$ cat config.mk
export PLATFORM = sky130hd
export DESIGN_NAME = fpu_minmax_reduce16
export DESIGN_NICKNAME = d
export VERILOG_FILES = /design/src/rtl/fpu_minmax_reduce16.sv
export SDC_FILE = /design/constraint.sdc
export NUM_CORES = 1
export LEC_CHECK = 0
export CORE_UTILIZATION = 60
export DETAILED_ROUTE_END_ITERATION = 10
export PLACE_DENSITY_LB_ADDON = 0.05
export RECOVER_POWER = 50
export SLEW_MARGIN = 20
export SYNTH_ARGS = -nofsm -noshare
export SYNTH_HDL_FRONTEND = slang
export SYNTH_SLANG_ARGS = --single-unit
$ cat constraint.sdc
create_clock -name clock -period 6.74 [get_ports clock]
set_input_delay 0.674 -clock clock [delete_from_list [all_inputs] [get_ports clock]]
set_output_delay 0.674 -clock clock [all_outputs]
set_load 0.02 [all_outputs]
$ cat src/rtl/fpu_minmax_reduce16.sv
// Streaming fp16 min/max reduction with NaN tracking and a saturating count.
// One registered result is presented per packet after its last beat.

module fpuComp16 (
   input  logic [15:0] a,
   input  logic [15:0] b,
   output logic        lt
);
   logic [15:0] ka;
   logic [15:0] kb;

   // Sign-magnitude to monotonic key; orders -0 below +0.
   assign ka = a[15] ? ~a : (a ^ 16'h8000);
   assign kb = b[15] ? ~b : (b ^ 16'h8000);
   assign lt = ka < kb;
endmodule

module fpu_minmax_reduce16 #(
   parameter int          COUNT_W = 16,
   parameter logic [15:0] QNAN    = 16'h7E00
) (
   input  logic               clock,
   input  logic               reset_n,
   input  logic               inValid,
   output logic               inReady,
   input  logic [15:0]        inData,
   input  logic               inLast,
   output logic               outValid,
   input  logic               outReady,
   output logic [15:0]        outMin,
   output logic [15:0]        outMax,
   output logic [COUNT_W-1:0] outCount,
   output logic               outNaN
);
   typedef enum logic [1:0] {EMPTY, ACCUM, DONE} state_t;

   state_t             state_q, state_d;
   logic [15:0]        min_q, min_d;
   logic [15:0]        max_q, max_d;
   logic [COUNT_W-1:0] count_q, count_d;
   logic               nan_q, nan_d;
   logic               have_q, have_d;
   logic               accept;
   logic               is_nan;
   logic               lt_min;
   logic               gt_max;

   assign accept = inValid && inReady;
   assign is_nan = (&inData[14:10]) && (|inData[9:0]);

   // Only registered extremes feed the comparators.
   fpuComp16 u_min (.a(inData), .b(min_q),  .lt(lt_min));
   fpuComp16 u_max (.a(max_q),  .b(inData), .lt(gt_max));

   always_comb begin
      state_d = state_q;
      min_d   = min_q;
      max_d   = max_q;
      count_d = count_q;
      nan_d   = nan_q;
      have_d  = have_q;
      unique case (state_q)
         EMPTY: begin
            if (accept) begin
               if (is_nan) begin
                  nan_d = 1'b1;
               end else begin
                  min_d  = inData;
                  max_d  = inData;
                  have_d = 1'b1;
               end
               count_d = COUNT_W'(1);
               state_d = inLast ? DONE : ACCUM;
            end
         end
         ACCUM: begin
            if (accept) begin
               if (is_nan) begin
                  nan_d = 1'b1;
               end else if (!have_q) begin
                  min_d  = inData;
                  max_d  = inData;
                  have_d = 1'b1;
               end else begin
                  if (lt_min) min_d = inData;
                  if (gt_max) max_d = inData;
               end
               if (!(&count_q)) count_d = count_q + 1'b1;
               if (inLast) state_d = DONE;
            end
         end
         DONE: begin
            if (outReady) begin
               state_d = EMPTY;
               min_d   = QNAN;
               max_d   = QNAN;
               count_d = '0;
               nan_d   = 1'b0;
               have_d  = 1'b0;
            end
         end
         default: state_d = EMPTY;
      endcase
   end

   always_ff @(posedge clock or negedge reset_n) begin
      if (!reset_n) begin
         state_q <= EMPTY;
         min_q   <= QNAN;
         max_q   <= QNAN;
         count_q <= '0;
         nan_q   <= 1'b0;
         have_q  <= 1'b0;
      end else begin
         state_q <= state_d;
         min_q   <= min_d;
         max_q   <= max_d;
         count_q <= count_d;
         nan_q   <= nan_d;
         have_q  <= have_d;
      end
   end

   assign inReady  = (state_q != DONE);
   assign outValid = (state_q == DONE);
   assign outMin   = have_q ? min_q : QNAN;
   assign outMax   = have_q ? max_q : QNAN;
   assign outCount = count_q;
   assign outNaN   = nan_q;
endmodule

# After elaboration in Yosys (flattened, before gate mapping)
# Cells that the tools add are included.
[classes]
n_eq_ne = 15
n_addsub = 1
n_mux = 36
bitwise_logic = 6
n_reduce_logical = 15
magnitude_cmp = 2
[ops]
columns = ["operator", "count"]
rows = [
  ["$mux 16", 20],
  ["$pmux 16 s3", 3],
  ["$not 16->16", 3],
  ["$lt 16x16->1", 2],
  ["$add 16x1->16 const B", 1],
  ["$ne 2x2->1 const B", 8],
  ["$reduce_and 16->1", 1],
  ["$reduce_and 7->1", 2],
  ["$reduce_and 4->1", 3],
  ["$mux 2", 5],
  ["$reduce_and 5->1", 2],
  ["$reduce_or 10->1", 1],
  ["$ne 2x1->1 const B", 3],
  ["$ne 3x3->1 const B", 2],
  ["$pmux 2 s3", 1],
  ["$mux 1", 5],
  ["$pmux 1 s2", 2],
  ["$not 1->1", 3],
  ["$reduce_bool 3->1", 1],
  ["$eq 2x1->1 const B", 1],
  ["$eq 2x2->1 const B", 1],
  ["$logic_and 1x1->1", 2],
  ["$logic_not 2->1", 1],
  ["$reduce_bool 2->1", 1],
  ["$reduce_or 2->1", 1],
]
[word_totals]
wordCells = 81
in_bits = 21
reg_bits = 52

# Longest topological paths before layout
[depth]
word_depth = 8
mapped_depth = 12
depth_no_buf = 9

# Cells and area by module
# A second synthesis with hierarchy kept.
[hier_totals]
cells_unflattened = 448
area_unflattened_um2 = 3913.8
[by_module_without_submodules]
columns = ["mod", "n_inst", "cells_each", "area_per_inst_um2", "seq_area_each_um2"]
rows = [
  ["fpu_minmax_reduce16", 1, 306, 2692.6, 1316.3],
  ["fpuComp16", 2, 71, 610.6, 0.0],
]

# Least setup slack after synthesis
# No wires, ideal clock.
[synth_path]
path_type = "in2reg"
startpoint = "input port inData[15]"
endpoint = "register max_q[7]"
setup_slack_ps = 3295
stages = 11
path_buffers = 3
arrival_time_ps = 3313
setup_time_ps = 131
cell_sequence = "buf_4 buf_1 xnor2_1 ha_1 and3_1 a221oi_1 a2111o_1 a31oi_1 clkbuf_1 nor4_1 or3_1"
[synth_via]
elab_chain_len = 5
word_cells_on_any_way = 6
classes_between = "order compare (1); eq/ne (1); mux (1); bitwise (2); reduce/logical (1)"
[synth_rtl]
columns = ["element", "line_no", "text"]
rows = [
  ["from (decl)", "26", "input logic [15:0] inData,"],
  ["$not 1->1 (no line) / $not 16->16 (equally long branches)", "--", ""],
  ["$mux 16 (*)", "14", "assign kb = b[15] ? ~b : (b ^ 16'h8000);"],
  ["$lt 16x16->1 (*)", "15", "assign lt = ka < kb;"],
  ["$ne 3x3->1 (no line) (*)", "--", ""],
  ["$reduce_and 7->1 (no line) (*)", "--", ""],
  ["to (signal assigned)", "117", "max_q <= max_d;"],
  ["to (decl)", "39", "logic [15:0] max_q, max_d;"],
]
# Mark *: on every way between the ends. The rest lies on a longest branch, timed or not.
# A chain may end at the register's enable or synchronous reset.

# Worst setup path in the final report
[layout_path]
startpoint = "input port inData[15]"
endpoint = "register max_q[8]"
# The elaborated chain is that of the path after synthesis.

==> impl_metrics.py <==
metrics = {
    "global_routing": {
        "grt_pass1_vias": 4365,
        "antenna_found_initial": 0,
        "grt_max_degree": 69,
        "grt_pass1_wl_mm": 21.1,
        "overflow": 0,
        "grt_usage_pct": 31.5,
    },
    "detailed_routing": {
        "dr.pass1.iters": 5,
        "vias": 4708,
        "route.met2.wl_mm": 6.04,
        "drcViolationCount": 0,
        "vias_per_cell": 6.33,
        "wl_mm": 12.7,
        "wl_per_cell_um": 17.1,
        "drt-met1-wl_mm": 5.61,
        "top_layer": "met4",
        "ant_nets": 0,
        "drt_iter0_markers": 342,
        "wl_met3_um": 889,
    },
    "placed_design": {
        "dp_hpwl_mm": 8.70,
        "place_inst": 736,
        "gp_congestion": 0.850,
        "portBuffers": 71,
    },
    "setup_path": {
        "start_kind": "primary input",
        "worstSetupPathType": "in2reg",
        "cp_num_buf_inv": 3,
        "max_stage_delay_ns": 1.18,
        "path_cells": "clkdlybuf4s50_1, xor2_1, inv_1, ha_1, and3_1, a221oi_1, a2111o_1, a31oi_2, buf_4, nor4_1, or3_1",
        "arrival_ns": 4.53,
        "startpoint": "inData[15]",
        "cpMaxStageDelayCell": "clkdlybuf4s50_1",
        "critPathMaxFanout": 20,
        "path_delay_family": "buffers and inverters",
        "cp-end-kind": "flop",
        "required_ns": 6.95,
        "r2r-start": "max_q[15]",
    },
    "clock_tree": {
        "cts_tree": "done",
        "clock_sinks": 52,
        "cts-root-buf": "clkbuf_8",
        "cts_made_buffers": 5,
        "cts_max_level": 2,
        "clk_pin_slew_ns": 0.11,
        "post_cts_resized": 0,
        "cts_buffer_depth": 2,
        "hold_buffers": 0,
        "post_cts_buffers": 0,
        "clk-insertion-delay-late_ns": 0.32,
    },
    "logic_synthesis": {
        "avgSynthCellArea_um2": 7.78,
        "synth_nets": 661,
        "synthFlopType": "dfrtp_1",
        "async_reset_ff_share_pct": 100,
        "synth.yosys.warnings": 0,
        "synth_edf_count": 0,
        "synth_cell_types": 45,
        "synth-seq-cells": 52,
        "synth-seq-area-share_pct": 27.9,
        "synthCells": 607,
        "syn_area_mm2": 0.00472,
    },
    "layout": {
        "layout.cells.most_common_list": "nand2_1 (74), nand3_1 (57), clkdlybuf4s50_1 (50), dfrtp_1 (40), ha_1 (33)",
        "fin_nets": 698,
        "seqCellArea_mm2": 0.00132,
        "area_delta_synth_final_pct": 16.4,
        "layout_commonest_cell": "nand2_1",
        "multiInputGateArea_mm2": 0.00314,
        "antenna-diode-count": 0,
        "stdcell_count": 744,
        "finish.utilization_pct": 73.8,
        "drive_above_1_share_pct": 5.27,
        "num-fill-cells": 609,
    },
    "pwr": {
        "power_uw": 2570,
        "seqPwrFrac_pct": 26.9,
        "ir_worst_vdd_mv": 0.331,
        "p_switching_uw": 1300,
        "power_density_mw_per_mm2": 468,
        "intPower_uw": 1270,
        "switching_share_pct": 50.5,
        "comb_power_share_pct": 65.6,
        "pwr-share-clk_pct": 7.5,
        "p_leak_uw": 0.00241,
    },
    "worst_hold_path": {
        "hp-start": "outNaN",
        "hp-class": "reg2reg",
    },
    "job": {
        "drv_cap": 1,
    },
    "floorplan": {
        "start_util_pct": 63.4,
        "fp-row-count": 31,
        "ioPinCount": 72,
        "dieHeight_um": 90.7,
        "core_mm2": 0.00745,
        "die_area_mm2": 0.00823,
        "dieWidth_um": 90.7,
    },
    "timing": {
        "finalClockSkew_ns": 0.0101,
        "rsz0062_at_grt": "no",
        "post-route-min-period_ns": 4.31,
        "whs_ns": 0.493,
        "final_hold_viol_count": 0,
        "max_freq_mhz": 232,
        "finalCritPeriodShare_pct": 64.0,
        "finalSetupViolCount": 0,
        "drv_slew": 53,
        "relSlewSlack_pct": -98.9,
        "tightest_slew_ns": 2.98,
        "setup-tns-final_ns": 0,
    },
    "run_status": {
        "status": "finished, violations left",
        "violations": "max-capacitance violations, max-slew violations",
    },
}
kinds of logic after synthesis:
kind of cell / synth area share (%)
multiplexers: 0.424
flip-flops: 27.9
AND/OR/NAND/NOR: 33.6
XOR/XNOR: 8.90
AO/OA/AOI/OAI: 14.5
adder cells (fa/ha/maj): 8.74
buffers and inverters: 6.01
cells in the mapped netlist (4+ instances only):
cell,number,area [µm²]
nand2_1,74,278
nand3_1,57,285
dfrtp_1,40,1000
clkbuf_1,37,139
ha_1,33,413
and3_1,32,200
o21ai_0,32,160
nor2_1,28,105
or3_1,27,169
nor4_1,26,163
xor2_1,25,219
xnor2_1,23,201
inv_1,22,82.6
and2_1,21,131
o211ai_1,16,120
nand2b_1,14,87.6
dfstp_2,12,315
o311ai_0,12,105
a21oi_1,11,55.1
or4_1,8,60.1
o31ai_1,6,45.0
a221oi_1,5,43.8
buf_2,5,25.0
nor3_1,5,25.0
a31oi_1,4,25.0
nand4_1,4,25.0
final timing paths:
check | to | slack, ns | depth (start not counted)
min in group asynchronous | min_q[8] | 1.40 | 2
worst min register to register | outNaN | 0.49 | 2
max in group asynchronous | outCount[2] | 3.65 | 2
worst max-delay path | max_q[8] | 2.43 | 11
worst max register to register | max_q[8] | 3.16 | 9
worst min-delay path | outNaN | 0.49 | 2
power by group through the flow:
| stage | logic [µW] | clock network [µW] | registers [µW] |
|---|---|---|---|
| floorplan | 1270 | 0 | 576 |
| global placement | 1600 | 0 | 686 |
| detailed placement | 1680 | 0 | 693 |
| CTS | 1690 | 195 | 689 |
| global route | 1860 | 206 | 717 |
| finish | 1690 | 192 | 692 |
worst min-delay path, stage by stage, from the launching register on:
cell	delay, ns
dfrtp_1	0.35
nand2_1	0.04
o21ai_0	0.06
routing by layer:
| layer | global-route usage [%] | up-vias |
|---|---|---|
| li1 | - | 2261 |
| met1 | 41.6 | 2227 |
| met2 | 52.5 | 198 |
| met3 | 4.55 | 22 |
| met4 | 10.5 | 0 |
| met5 | 0 | - |
state kept, by name, summed over array words and instances, names as in the netlist:
register / flops
outCount: 16
state_q: 2
outNaN: 1
max_q: 16
min_q: 16
have_q: 1
area by class of cell:
type,instances,area share [%]
clock buffers,6,1.32
clock inverters,2,0.296
inverters,22,1.50
multi-input cells,485,57.0
flip-flops and latches,52,23.9
well taps,99,2.25
repair buffers,78,13.7
per-stage QoR:
stage | worst slack [ns] | instance area (µm²)
final | 2.43 | 5500
after global routing | 2.20 | 5500
after CTS | 2.45 | 5510
after detailed placement | 2.10 | 5420
after global placement | 2.27 | 5420
after floorplan | 3.30 | 4720
(Power assumes the default switching activity.)
